--- config.mk ---
export PLATFORM = sky130hd
export DESIGN_NAME = vga_timing_gen
export DESIGN_NICKNAME = d
export VERILOG_FILES = /design/src/rtl/vga_timing_pkg.sv /design/src/rtl/vga_timing_gen_pixel_strobe_div.sv /design/src/rtl/vga_timing_gen.sv
export SDC_FILE = /design/constraint.sdc
export NUM_CORES = 1
export LEC_CHECK = 0
export ABC_CLOCK_PERIOD_IN_PS = 4700
export BUFFER_PORTS_ARGS = -buffer_cell sky130_fd_sc_hd__buf_4
export CORE_MARGIN = 2
export CORE_UTILIZATION = 38
export DETAILED_ROUTE_END_ITERATION = 7
export PLACE_DENSITY = 0.55
export SETUP_SLACK_MARGIN = 0.05
export SLEW_MARGIN = 20
export SYNTH_ARGS = -nofsm -noshare
export SYNTH_HDL_FRONTEND = slang
export SYNTH_SLANG_ARGS = --single-unit
--- constraint.sdc ---
create_clock -name pixel_clk -period 4.7 [get_ports pixel_clk]
set_clock_uncertainty 0.2 [all_clocks]
set_input_delay 0.47 -clock pixel_clk [delete_from_list [all_inputs] [get_ports pixel_clk]]
set_output_delay 0.47 -clock pixel_clk [all_outputs]
set_load 0.02 [all_outputs]
--- src/rtl/vga_timing_pkg.sv ---
`default_nettype none
// ============================================================================
// Module      : vga_timing_pkg
// Description : Raster timing descriptor, common presets and total helpers.
// Revision    : 1.0 - initial release
// ============================================================================
package vga_timing_pkg;

    typedef struct packed {
        logic [15:0] h_active;
        logic [15:0] h_fp;
        logic [15:0] h_sync;
        logic [15:0] h_bp;
        logic [15:0] v_active;
        logic [15:0] v_fp;
        logic [15:0] v_sync;
        logic [15:0] v_bp;
    } timing_t;

    localparam timing_t VGA_640x480 = '{
        h_active: 16'd640, h_fp: 16'd16, h_sync: 16'd96,  h_bp: 16'd48,
        v_active: 16'd480, v_fp: 16'd10, v_sync: 16'd2,   v_bp: 16'd33
    };

    localparam timing_t SVGA_800x600 = '{
        h_active: 16'd800, h_fp: 16'd40, h_sync: 16'd128, h_bp: 16'd88,
        v_active: 16'd600, v_fp: 16'd1,  v_sync: 16'd4,   v_bp: 16'd23
    };

    function automatic int h_total(input timing_t t);
        return int'(t.h_active) + int'(t.h_fp) + int'(t.h_sync) + int'(t.h_bp);
    endfunction

    function automatic int v_total(input timing_t t);
        return int'(t.v_active) + int'(t.v_fp) + int'(t.v_sync) + int'(t.v_bp);
    endfunction

endpackage
`default_nettype wire

--- src/rtl/vga_timing_gen_pixel_strobe_div.sv ---
`default_nettype none
// ============================================================================
// Module      : pixel_strobe_div
// Description : Divides the pixel clock into a one-cycle pixel tick, gated by en.
// Revision    : 1.0 - initial release
// ============================================================================
module pixel_strobe_div #(
    parameter int CLK_DIV = 1
) (
    input  logic clk,
    input  logic reset,
    input  logic en,
    output logic tick
);

    // With CLK_DIV=1 the counter degenerates to a constant zero and tick = en.
    localparam int                c_DIV_W    = (CLK_DIV > 1) ? $clog2(CLK_DIV) : 1;
    localparam logic [c_DIV_W-1:0] c_DIV_LAST = c_DIV_W'(CLK_DIV - 1);

    logic [c_DIV_W-1:0] r_div;

    always_ff @(posedge clk) begin
        if (!reset) begin
            r_div <= '0;
        end else if (en) begin
            r_div <= (r_div == c_DIV_LAST) ? '0 : r_div + 1'b1;
        end
    end

    assign tick = en & (r_div == c_DIV_LAST);

endmodule
`default_nettype wire

--- src/rtl/vga_timing_gen.sv ---
`default_nettype none
// ============================================================================
// Module      : vga_timing_gen
// Description : Parametrised VGA/HDMI raster timing generator with pixel strobe.
// Revision    : 1.0 - initial release
// ============================================================================
module vga_timing_gen
    import vga_timing_pkg::*;
#(
    parameter int H_ACTIVE    = 640,
    parameter int H_FP        = 16,
    parameter int H_SYNC      = 96,
    parameter int H_BP        = 48,
    parameter int V_ACTIVE    = 480,
    parameter int V_FP        = 10,
    parameter int V_SYNC      = 2,
    parameter int V_BP        = 33,
    parameter bit SYNC_POL    = 1'b0,
    parameter int CLK_DIV     = 1,
    parameter int COORD_W     = 10,
    parameter int FRAME_CNT_W = 16
) (
    input  logic                   pixel_clk,
    input  logic                   reset,
    input  logic                   en,
    output logic                   hs,
    output logic                   vs,
    output logic                   active_nblank,
    output logic                   sync,
    output logic [COORD_W-1:0]     drawX,
    output logic [COORD_W-1:0]     drawY,
    output logic                   pix_stb,
    output logic                   sof,
    output logic                   eol,
    output logic [FRAME_CNT_W-1:0] frame_count
);

    localparam timing_t c_TIMING = '{
        h_active: 16'(H_ACTIVE), h_fp: 16'(H_FP), h_sync: 16'(H_SYNC), h_bp: 16'(H_BP),
        v_active: 16'(V_ACTIVE), v_fp: 16'(V_FP), v_sync: 16'(V_SYNC), v_bp: 16'(V_BP)
    };
    localparam int c_H_TOTAL = h_total(c_TIMING);
    localparam int c_V_TOTAL = v_total(c_TIMING);

    generate
        if (H_ACTIVE < 1 || H_FP < 1 || H_SYNC < 1 || H_BP < 1 ||
            V_ACTIVE < 1 || V_FP < 1 || V_SYNC < 1 || V_BP < 1) begin : g_bad_timing
            $error("vga_timing_gen: every timing parameter must be non-zero");
        end
        if (CLK_DIV < 1) begin : g_bad_div
            $error("vga_timing_gen: CLK_DIV must be at least 1");
        end
        if (c_H_TOTAL > 2**COORD_W || c_V_TOTAL > 2**COORD_W) begin : g_bad_width
            $error("vga_timing_gen: COORD_W too narrow for the raster totals");
        end
    endgenerate

    localparam logic [COORD_W-1:0] c_H_LAST     = COORD_W'(c_H_TOTAL - 1);
    localparam logic [COORD_W-1:0] c_V_LAST     = COORD_W'(c_V_TOTAL - 1);
    localparam logic [COORD_W-1:0] c_H_ACT      = COORD_W'(H_ACTIVE);
    localparam logic [COORD_W-1:0] c_V_ACT      = COORD_W'(V_ACTIVE);
    localparam logic [COORD_W-1:0] c_HS_FIRST   = COORD_W'(H_ACTIVE + H_FP);
    localparam logic [COORD_W-1:0] c_HS_LAST    = COORD_W'(H_ACTIVE + H_FP + H_SYNC - 1);
    localparam logic [COORD_W-1:0] c_VS_FIRST   = COORD_W'(V_ACTIVE + V_FP);
    localparam logic [COORD_W-1:0] c_VS_LAST    = COORD_W'(V_ACTIVE + V_FP + V_SYNC - 1);

    logic               w_tick;
    logic               r_first;
    logic [COORD_W-1:0] r_hcnt;
    logic [COORD_W-1:0] r_vcnt;
    logic [COORD_W-1:0] w_next_h;
    logic [COORD_W-1:0] w_next_v;
    logic               w_frame_wrap;
    logic               w_hs_on;
    logic               w_vs_on;

    pixel_strobe_div #(
        .CLK_DIV (CLK_DIV)
    ) u_div (
        .clk   (pixel_clk),
        .reset (reset),
        .en    (en),
        .tick  (w_tick)
    );

    // The first tick after reset presents (0,0) itself rather than advancing past it.
    always_comb begin
        w_next_h     = r_hcnt;
        w_next_v     = r_vcnt;
        w_frame_wrap = 1'b0;
        if (r_first) begin
            w_next_h = '0;
            w_next_v = '0;
        end else if (r_hcnt == c_H_LAST) begin
            w_next_h = '0;
            if (r_vcnt == c_V_LAST) begin
                w_next_v     = '0;
                w_frame_wrap = 1'b1;
            end else begin
                w_next_v = r_vcnt + 1'b1;
            end
        end else begin
            w_next_h = r_hcnt + 1'b1;
        end
    end

    assign w_hs_on = (w_next_h >= c_HS_FIRST) && (w_next_h <= c_HS_LAST);
    assign w_vs_on = (w_next_v >= c_VS_FIRST) && (w_next_v <= c_VS_LAST);

    always_ff @(posedge pixel_clk) begin
        if (!reset) begin
            r_first       <= 1'b1;
            r_hcnt        <= '0;
            r_vcnt        <= '0;
            frame_count   <= '0;
            hs            <= ~SYNC_POL;
            vs            <= ~SYNC_POL;
            sync          <= 1'b1;
            active_nblank <= 1'b0;
            pix_stb       <= 1'b0;
            sof           <= 1'b0;
            eol           <= 1'b0;
        end else begin
            pix_stb <= w_tick;
            sof     <= w_tick && (w_next_h == '0) && (w_next_v == '0);
            eol     <= w_tick && (w_next_h == '0);
            if (w_tick) begin
                r_first       <= 1'b0;
                r_hcnt        <= w_next_h;
                r_vcnt        <= w_next_v;
                hs            <= w_hs_on ? SYNC_POL : ~SYNC_POL;
                vs            <= w_vs_on ? SYNC_POL : ~SYNC_POL;
                sync          <= ~(w_hs_on | w_vs_on);
                active_nblank <= (w_next_h < c_H_ACT) && (w_next_v < c_V_ACT);
                if (w_frame_wrap) begin
                    frame_count <= frame_count + 1'b1;
                end
            end
        end
    end

    assign drawX = r_hcnt;
    assign drawY = r_vcnt;

endmodule
`default_nettype wire

==> metrics.md <==
| Metric | Value |
|---|---|
| Post-DP HPWL | `4.698 mm` |
| Total vias in the final route | `2486` |
| Area Overhead vs Synth | `18.21%` |
| Type of destination of the critical path | `flip-flop` |
| Net Switching | `0.1708 mW` |
| Post-Syn Area per Cell | `8.179 µm²` |
| Power per cell area | `233.5 nW/µm²` |
| Synth async-reset ratio | `0%` |
| Fin Setup TNS | `0 ns` |
| Ant diodes | `0` |
| Clk_lat worst skew | `0.30 ns` |
| Top FF cell, synth | `dfxtp_1` |
| Crit path kind | `reg -> reg` |
| Filler instances | `709` |
| Initial antenna violation count | `0` |
| CTS buffer count | `5` |
| Outcome | `finished, final reports clean` |
| Min-delay worst type | `reg -> reg` |
| Critical R2R Launch | `drawX[0]` |
| Drt wl/cell | `14.97 µm` |
| Worst Setup SP | `drawX[0]` |
| Initial Util | `39.24%` |
| Worst Path Required | `4.74 ns` |
| Largest net degree at the start of global routing | `44` |
| Placer congestion estimate | `0.8637` |
| RSZ-0062 raised after global routing | `false` |
| Netlist Area Pre-Place | `2666 µm²` |
| Worst rel slew slack | `34.22%` |
| Clock sink total | `44` |
| CP Launch Type | `flip-flop` |
| Tot Pwr | `0.7360 mW` |
| Finish-stage setup viols | `0` |
| Die area | `7703 µm²` |
| CTS tree | `done` |
| Fin. Hold Viols | `0` |
| DR iter-0 viols | `144` |
| Tightest Pin Transition | `0.9764 ns` |
| Clock slew at reported path FFs | `0.09 ns` |
| DR pass1 iterations | `4` |
| Final WL | `6.798 mm` |
| Cell internal pwr | `0.5652 mW` |
| Max-slew violations | `0` |
| Critical Path AT | `2.87 ns` |
| Buffer depth of the longest clock path | `2` |
| Fmax | `353.7 MHz` |
| H-tree Lvls | `2` |
| Die W | `87.77 µm` |
| Flops & latches, synth | `44` |
| Hold buffer count at cts | `0` |
| Total GRT Usage | `18.24%` |
| Final min period | `2.827 ns` |
| Period utilization | `60.16%` |
| Grt total ovfl | `0` |
| Clock Power Share | `42.6%` |
| Syn_nets | `333` |
| Critical hold path startpoint | `active_nblank` |
| Port buffer count | `45` |
| Root Buffer | `clkbuf_8` |
| EDFF count, synth | `0` |
| Sequential power share | `51.7%` |
| Core box area | `6794 µm²` |
| Switch share | `23.21%` |
| Vias in the first global route | `2299` |
| # Max-Cap Violations | `0` |
| Synth top area share | `33.04%` |
| FP Rows | `30` |
| Comb pwr share | `5.7%` |
| # resized after CTS | `0` |
| Via density per instance | `5.476` |
| Yosys cell types | `59` |
| Synth top area cells | `dfxtp_1 33%, nand2_1 4.6%, xnor2_1 4.3%, and2_1 3.8%, nand3_1 3.8%` |
| Register area share after synthesis | `33.04%` |
| Synth area leader | `dfxtp_1` |
| First-pass GRT wire length | `11.32 mm` |
| Detail Route Antenna Nets | `0` |
| # IOs | `46` |
| Leak | `1.195 nW` |
| Maximum VDD drop | `0.0001198 V` |
| Nets@finish | `364` |
| Die H | `87.77 µm` |
| Synth warn | `0` |
| DRC errors left | `0` |
| Synth Instances | `326` |
| Fraction of final layout cells sized beyond drive strength 1 | `17.88%` |
| Setup bufs post-CTS | `0` |
| Worst-path fanout max | `9` |
final timing paths:
check | end | slack (ns) | depth (start not counted)
worst max-delay path | sof | 1.87 | 7
worst min-delay path | active_nblank | 0.29 | 2
worst max register to register | sof | 1.87 | 7
worst min register to register | active_nblank | 0.29 | 2
metrics by stage:
step,instance area [µm²],worst slack [ns],util [%],std cells,hold WS [ns]
2_1_floorplan,2666,2.083,-,326,0.3488
3_3_place_gp,3030,1.968,44.60,446,0.2669
3_5_place_dp,3030,1.937,44.60,446,0.2787
4_1_cts,3152,1.903,46.39,454,0.2909
5_1_grt,3152,1.540,46.39,454,0.3195
6_report,3152,1.873,46.39,454,0.2862
area by class of cell:
type / count / area, µm² / area share (%)
Clock buffer: 6 / 82.58 / 2.620
Clock inverter: 2 / 38.79 / 1.231
Inverter: 11 / 41.29 / 1.310
Multi-Input combinational cell: 250 / 1650 / 52.36
Sequential cell: 44 / 880.8 / 27.95
Tap cell: 96 / 120.1 / 3.811
Timing Repair Buffer: 45 / 337.8 / 10.72
worst max-delay path, cell delays in order (launching register included):
cell and delay (ns):
dfxtp_1 0.45, ha_1 0.32, and4_1 0.36, nand3_2 0.19, or4_1 0.52, a211o_1 0.28
a211oi_2 0.24, o221a_1 0.21
kinds of logic (layout without fill, tap and decap cells):
kind of cell / after synthesis / after routing / share of synthesized area [%]
xor gates and xnor gates: 22 / 22 / 7.227
buffers and inverters: 32 / 64 / 5.068
AOI/OAI and AO/OA: 59 / 59 / 15.53
muxes: 6 / 6 / 2.253
DFF: 44 / 44 / 33.04
and+or+nand+nor: 159 / 159 / 35.01
adders and majority gates: 4 / 4 / 1.877
state kept, by name, summed over array words and instances, names as in the netlist:
register and cells:
r_first 1, drawX 10, sync 1, frame_count 16, drawY 10, pix_stb 1, vs 1, hs 1
eol 1, sof 1, active_nblank 1
synth_stat cells, drive strengths merged (10+ instances only):
master	number
nor3	11
and2	16
o21ai	12
nand3	21
dfxtp	44
xnor2	13
nor2	14
nand2	33
a21boi	12
clkbuf	12
nor2b	10
inv	11
nand4	13
placed cells by master, fill, tap and decap left out, drive strengths merged, types with 4 or more instances in the layout:
master,netlist,layout
and2,16,16
nand2,33,33
xnor2,13,13
nor4,7,7
o21ai,12,12
ha,4,4
or4,7,7
o21a,4,4
mux2i,6,6
dfxtp,44,44
a21boi,12,12
nand2b,5,5
nand3,21,21
clkbuf,12,6
nand4,13,13
and3,5,5
a21oi,6,6
nor2,14,14
nor3,11,11
nor2b,10,10
a31oi,5,5
xor2,9,9
inv,11,11
or3,5,5
buf,9,45
per-layer routing:
layer	part of all wire, %	wire length (µm)	GRT usage [%]
met1	49	3316	26.84
met2	45	3029	26.52
met3	5.5	371	4.336
met4	1.2	81	5.035
met5	0	0	0
power groups by stage:
stage / clock network [mW] / registers [mW] / logic (mW)
4_1_cts: 0.319 / 0.380 / 0.0428
5_1_grt: 0.334 / 0.381 / 0.0465
2_1_floorplan: 0 / 0.392 / 0.0240
3_3_place_gp: 0 / 0.389 / 0.0430
6_report: 0.313 / 0.380 / 0.0423
3_5_place_dp: 0 / 0.389 / 0.0426
Power figures use the tool's default switching activity.
